--- config.mk ---
export PLATFORM = sky130hd
export DESIGN_NAME = fifo_lector
export DESIGN_NICKNAME = d
export VERILOG_FILES = /design/src/rtl/fifo_lector.sv
export SDC_FILE = /design/constraint.sdc
export NUM_CORES = 1
export LEC_CHECK = 0
export CAP_MARGIN = 0
export CORE_ASPECT_RATIO = 1.75
export CORE_MARGIN = 2
export CORE_UTILIZATION = 49
export CTS_BUF_LIST = sky130_fd_sc_hd__clkbuf_8
export DETAILED_ROUTE_END_ITERATION = 16
export DONT_BUFFER_PORTS = 1
export HOLD_SLACK_MARGIN = 0.06
export PLACE_DENSITY = 0.69
export SLEW_MARGIN = 20
export SYNTH_ARGS = -nofsm -noshare
export SYNTH_HDL_FRONTEND = slang
export SYNTH_SLANG_ARGS = --single-unit
--- constraint.sdc ---
create_clock -name clk -period 3.75 [get_ports clk]
set_input_delay 0.75 -clock clk [delete_from_list [all_inputs] [get_ports clk]]
set_output_delay 0.75 -clock clk [all_outputs]
set_load 0.02 [all_outputs]
--- src/rtl/fifo_lector.sv ---
// Read-side controller for the byte FIFO: waits for a fill threshold or timeout,
// then drains the FIFO through a 2-entry skid buffer onto a valid/ready stream.
module fifo_lector #(
    parameter int ANCHO     = 8,
    parameter int PROF_LOG2 = 5,
    parameter int UMBRAL    = 8,
    parameter int TIMEOUT   = 16
) (
    input  logic                 clk,
    input  logic                 reset,
    input  logic                 vacio,
    input  logic [PROF_LOG2-1:0] use_dw,
    input  logic [ANCHO-1:0]     dato_fifo,
    output logic                 read,
    output logic [ANCHO-1:0]     dato_out,
    output logic                 valid_out,
    input  logic                 ready_in,
    output logic                 ocupado,
    output logic [15:0]          n_leidos
);

    localparam int CNT_W = $clog2(TIMEOUT) + 1;

    typedef enum logic {ESPERA, DRENANDO} estado_t;

    estado_t          estado_q, estado_d;
    logic [CNT_W-1:0] cnt_q, cnt_d;
    logic [1:0]       ocup_q, ocup_d;
    logic             en_vuelo_q;
    logic [ANCHO-1:0] buf0_q, buf0_d, buf1_q, buf1_d;
    logic [15:0]      n_leidos_q, n_leidos_d;
    logic             pop, disparo;
    logic [2:0]       carga;

    assign valid_out = (ocup_q != 2'd0);
    assign dato_out  = buf0_q;
    assign ocupado   = (estado_q == DRENANDO);
    assign n_leidos  = n_leidos_q;
    assign pop       = valid_out & ready_in;

    // Entries already committed (buffered + in flight); a pop this cycle frees one.
    assign carga = {1'b0, ocup_q} + {2'b0, en_vuelo_q};
    assign read  = (estado_q == DRENANDO) && !vacio && (carga < (3'd2 + {2'b0, pop}));

    // use_dw == 0 with vacio == 0 means the occupancy counter wrapped on a full FIFO.
    assign disparo = !vacio && ((use_dw >= PROF_LOG2'(UMBRAL)) || (use_dw == '0) ||
                                (cnt_q == CNT_W'(TIMEOUT - 1)));

    always_comb begin
        estado_d = estado_q;
        cnt_d    = cnt_q;
        case (estado_q)
            ESPERA: begin
                cnt_d = vacio ? '0 : cnt_q + CNT_W'(1);
                if (disparo) estado_d = DRENANDO;
            end
            default: begin
                cnt_d = '0;
                if (vacio) estado_d = ESPERA;
            end
        endcase
    end

    always_comb begin
        buf0_d = buf0_q;
        buf1_d = buf1_q;
        ocup_d = ocup_q;
        case ({en_vuelo_q, pop})
            2'b10: begin
                if (ocup_q == 2'd0) buf0_d = dato_fifo;
                else                buf1_d = dato_fifo;
                ocup_d = ocup_q + 2'd1;
            end
            2'b01: begin
                buf0_d = buf1_q;
                ocup_d = ocup_q - 2'd1;
            end
            2'b11: begin
                if (ocup_q == 2'd1) begin
                    buf0_d = dato_fifo;
                end else begin
                    buf0_d = buf1_q;
                    buf1_d = dato_fifo;
                end
            end
            default: ;
        endcase
        n_leidos_d = n_leidos_q + {15'b0, pop};
    end

    always_ff @(posedge clk) begin
        if (reset) begin
            estado_q   <= ESPERA;
            cnt_q      <= '0;
            ocup_q     <= 2'd0;
            en_vuelo_q <= 1'b0;
            buf0_q     <= '0;
            buf1_q     <= '0;
            n_leidos_q <= '0;
        end else begin
            estado_q   <= estado_d;
            cnt_q      <= cnt_d;
            ocup_q     <= ocup_d;
            en_vuelo_q <= read;
            buf0_q     <= buf0_d;
            buf1_q     <= buf1_d;
            n_leidos_q <= n_leidos_d;
        end
    end

endmodule
# ---- Word-level counts from Yosys, hierarchy flattened
# Cells that the tools add are included.
dict set report classes {
  n_mul 0
  n_mux 10
  magnitude_cmp 2
  shift 0
  n_eq_ne 8
  bitwise_logic 1
  addsub 6
  n_div 0
  reduce_logical 15
}
# cell n
set ops {}
lappend ops {{2-to-1 mux 8 bit} 4}
lappend ops {{case mux 8 bit (3 select lines)} 1}
lappend ops {{adder 16 x 1 -> 16 bit} 1}
lappend ops {{case mux 8 bit (2 select lines)} 1}
lappend ops {{!= test 2 bit (second input constant)} 3}
lappend ops {{nonzero test 2 bit} 3}
lappend ops {{adder 5 x 1 -> 5 bit (second input constant)} 1}
lappend ops {{== test 5 x 4 -> 1 bit (second input constant)} 1}
lappend ops {{greater-or-equal comparator 5 x 4 -> 1 bit (second input constant)} 1}
lappend ops {{zero test 5 bit} 1}
lappend ops {{== test 2 x 1 -> 1 bit (second input constant)} 2}
lappend ops {{== test 2 bit (second input constant)} 2}
lappend ops {{case mux 2 bit (2 select lines)} 1}
lappend ops {{adder 2 x 1 -> 3 bit} 1}
lappend ops {{adder 2 x 1 -> 3 bit (first input constant)} 1}
lappend ops {{logical AND 1 bit} 3}
lappend ops {{< comparator 3 bit} 1}
lappend ops {{2-to-1 mux 1 bit} 3}
lappend ops {{AND reduction 3 bit} 1}
lappend ops {{nonzero test 3 bit} 1}
lappend ops {{OR reduction 3 bit} 1}
lappend ops {{adder 2 x 1 -> 2 bit (second input constant)} 1}
lappend ops {{zero test 2 bit} 1}
lappend ops {{logical OR 1 bit} 2}
lappend ops {{other kinds (4)} 4}
dict set report totals {
  inputBits 17
  mem_count 0
  out_inout_bits 27
  mem_bits_ro 0
  wordCells 49
  ff_bits 41
  latch_bits 0
  mem_bits_rw 0
}

# ---- Logic depth before layout (Yosys ltp)
dict set report depth {
  ltp_word 6
  depth_mapped 10
  depth_no_buf 10
}

# ---- Worst setup path before layout
# No wires, ideal clock.
dict set report synth_timing {
  kind {input -> output}
  start {in ready_in}
  end {out read}
  cell_stages 4
  arrival_ns 1.385
  n_path_buf 0
  t_required_ns 3.000
  path_slack_ns 1.615
  cell_sequence {nand2b_1 o21ai_0 nand3b_1 nor2_1}
}
dict set report synth_via {
  elab_chain_len 4
}
# element line_no
set synth_rtl {}
lappend synth_rtl {{from (decl)} 17} ;# input logic ready_in,
lappend synth_rtl {{bitwise AND 1 bit} 39} ;# assign pop = valid_out & ready_in;
lappend synth_rtl {{adder 2 x 1 -> 3 bit} 43} ;# assign read = (estado_q == DRENANDO) && !vacio && (carga < (3'd2 + {2'b0, pop}));
lappend synth_rtl {{< comparator 3 bit} 43}
lappend synth_rtl {{logical AND 1 bit} 43}
lappend synth_rtl {{to (decl)} 14} ;# output logic read,
# Every way passes these cells.

# ---- Final worst setup path
dict set report layout_timing {
  start {reg ocup_q[0]}
  end {out read}
}
dict set report layout_via {
  elab_chain_len 5
  elab_cells_between_ends 6
  cone_classes {add/sub (2); order compare (1); bitwise (1); reduce/logical (2)}
}
# element line_no
set layout_rtl {}
lappend layout_rtl {{from (decl)} 28} ;# logic [1:0] ocup_q, ocup_d;
lappend layout_rtl {{from (signal assigned)} 103} ;# ocup_q <= ocup_d;
lappend layout_rtl {{nonzero test 2 bit} 35} ;# assign valid_out = (ocup_q != 2'd0);
lappend layout_rtl {{bitwise AND 1 bit} 39}
lappend layout_rtl {{adder 2 x 1 -> 3 bit} 43}
lappend layout_rtl {{< comparator 3 bit (*)} 43}
lappend layout_rtl {{logical AND 1 bit (*)} 43}
# Every way passes the cells marked *; elsewhere a longest branch is shown, timed or not.

==> impl_metrics.json <==
{
  "initial_core_util_pct": 50.71,
  "antennaDiodeCount": 0,
  "p_sw_uw": 360.8,
  "clockBufferDepth": 2,
  "tns_ps": 0,
  "die_area_um2": 4241,
  "powerDensity_nw_per_um2": 598.6,
  "ctsHoldBuffers": 0,
  "crit_path_start_kind": "flop",
  "clkPwrFrac_pct": 35.0,
  "hold_viol": 0,
  "switching_share_pct": 30.24,
  "track_usage_pct": 19.62,
  "cap_violations": 0,
  "grt_start_max_net_pins": 38,
  "postCtsResizedCells": 0,
  "numCtsBuffers": 5,
  "ys_seq_area_share_pct": 45.05,
  "synth_flop_cell": "dfxtp_1",
  "critical_path_class": "flop to output pin",
  "grt_pass1_vias": 1417,
  "port_buffers": 0,
  "fin_nets": 222,
  "synth_xor_area_share_pct": 7.692,
  "netlist_instances": 192,
  "placed_area_um2": 1859,
  "grt_pass1_wl_um": 6417,
  "vdd_drop_max_mv": 0.3717,
  "setup_viol": 0,
  "netlist_top_cells_count": "41 x dfxtp_1, 38 x nor2_1, 13 x inv_1",
  "synth_edf_count": 0,
  "yosys.cell_types.count": 32,
  "period_needed_ps": 2537,
  "synth_area_leaders": "dfxtp_1 45%, nor2_1 7.8%, ha_1 7.6%",
  "rows": 29,
  "power_frac_seq_pct": 46.8,
  "maxSlewViolCount": 0,
  "die_h_um": 84.66,
  "fin_cells": 241,
  "pin_count": 44,
  "drtPass1Iterations": 4,
  "grt_overflow": 0,
  "dp_hpwl_um": 2759,
  "synth_top_family_by_area": "simple AND/OR/NAND/NOR gates",
  "synth_area_leader_cell": "dfxtp_1",
  "synth-seq-cells": 41,
  "synth_compound_area_share_pct": 11.06,
  "synth_simple_gate_area_share_pct": 20.47,
  "ys_warn_count": 0,
  "nFillCells": 316,
  "hold_path_class": "flop to flop",
  "synth_most_common_cell": "dfxtp_1",
  "drive_above_1_share_pct": 9.231,
  "clock_sinks": 41,
  "synthAdderAreaFrac_pct": 7.555,
  "postSynth.asyncResetShare_pct": 0,
  "power_uw": 1193,
  "drt-initial-drc-count": 32,
  "cts_tree": "done",
  "rsz0062_at_grt": "no",
  "synthToLayoutAreaGrowth_pct": 9.409,
  "fmax_mhz": 394.2,
  "finClkSkew_ps": 5.133,
  "worst_pin_slew_ps": 639.2,
  "combPwrFrac_pct": 18.2,
  "dp_cells": 233,
  "synthMuxAreaShare_pct": 4.396,
  "clk_latency_ps": 290,
  "syn-num-nets": 220,
  "maxSlewHeadroom_pct": 57.38,
  "cp-end-kind": "output pin",
  "synth_area_um2": 1822,
  "path_delay_family": "simple AND/OR/NAND/NOR gates",
  "gp_congestion": 0.7172,
  "cp.arrival_ps": 1790,
  "wire_per_inst_um": 15.44,
  "cpPeakStageDelay_ps": 410,
  "cts.root.buffer_cell": "clkbuf_8",
  "required_ps": 3000,
  "cp_cell_sequence": "inv_1 > ha_1 > nand2b_1 > o21ai_0 > nand3b_1 > nor2_1",
  "status": "finished clean",
  "critical_path.slowest_cell": "dfxtp_1",
  "htreeDepth": 2,
  "syn_area_per_cell_um2": 9.488,
  "final.period_utilization_pct": 67.65,
  "post-cts-setup-buffers": 0,
  "ant_nets": 0,
  "via_per_inst": 5.581,
  "fp.dieW_um": 50.09,
  "worst-path-buf-inv": 1,
  "p_int_uw": 832.3,
  "power.leakage_uw": 0.0008030,
  "worst-path-max-fanout": 4,
  "vias": 1345,
  "drc_errors": 0,
  "clk_pin_slew_ps": 70,
  "fin_area_um2": 1993,
  "synth_top_area_share_pct": 45.05,
  "drt-total-wl_um": 3722,
  "grt_antenna_before_repair": 0,
  "coreArea_um2": 3592
}
==> through the flow <==
stage / hold slack (ps) / util (%) / setup WS, ps
6_report: 467.6 / 55.49 / 1213
5_1_grt: 502.3 / 55.49 / 1056
4_1_cts: 470.2 / 55.49 / 1186
3_5_place_dp: 453.2 / 51.76 / 1383
3_3_place_gp: 427.6 / 51.76 / 1557
2_1_floorplan: 417.6 / - / 1615
==> power by group through the flow <==
stage               Sequential (uW)  Combinational, uW  Clock, uW
detailed placement              570                219          0
global placement                567                212          0
global route                    564                253        446
CTS                             560                220        428
floorplan                       558                186          0
finish                          558                218        417
==> metal layers <==
metal | GRT usage [%] | part of all wire (%) | up-vias
li1 | - | - | 664
met1 | 20.65 | 38 | 639
met2 | 35.17 | 56 | 40
met3 | 5.160 | 6.0 | 2
met4 | 8.838 | 0.62 | 0
met5 | 0 | 0 | -
==> state kept, by name, indices dropped and copies added, names as in the netlist <==
signal      count
n_leidos       16
buf1_q          8
dato_out        8
cnt_q           5
ocup_q          2
en_vuelo_q      1
ocupado         1
==> path summary, 6_finish.rpt <==
check             startpoint            to  slack [ps]  cells past startpoint
hold reg to reg     cnt_q[0]      cnt_q[0]         470                      1
hold / removal      cnt_q[0]      cnt_q[0]         470                      1
setup / recovery   ocup_q[0]          read        1210                      6
setup reg to reg   ocup_q[0]  n_leidos[14]        1390                     10
==> cells in the final DEF, fill, tap and decap left out <==
cell type,Yosys,final
a211oi_1,9,9
a21o_1,2,2
a21oi_1,2,2
a22oi_1,8,8
and3_1,1,1
bufinv_16,0,2
clkbuf_8,0,5
clkinv_2,0,1
dfxtp_1,41,41
ha_1,11,11
inv_1,13,13
mux2i_1,8,8
nand2_1,5,5
nand2b_1,1,1
nand3_1,6,6
nand3b_1,1,1
nand4_1,1,1
nand4_2,2,2
nand4_4,1,1
nor2_1,38,38
nor2b_1,2,2
nor3_1,6,6
nor3_2,1,1
nor4_1,1,1
nor4_2,3,3
o211ai_2,1,1
o21ai_0,2,2
o21ai_2,2,2
o31a_1,1,1
or3_1,2,2
xnor2_1,12,12
xor2_1,4,4
==> logic make-up (layout without fill, tap and decap cells) <==
kind of cell,Yosys count,after routing
adder cells (fa/ha/maj),11,11
flip-flops,41,41
buffers and inverters,18,21
AND/OR/NAND/NOR,71,71
XOR/XNOR,16,16
AO/OA/AOI/OAI,27,27
multiplexers,8,8
==> cell type report <==
type | count | area (um2) | area share (%)
inverter | 13 | 48.80 | 2.448
clock buffer | 5 | 68.82 | 3.453
sequential | 41 | 820.8 | 41.18
tap | 46 | 57.56 | 2.888
clock inverter | 3 | 65.06 | 3.264
multi-input combinational | 133 | 932.1 | 46.77
(Power assumes the default switching activity.)
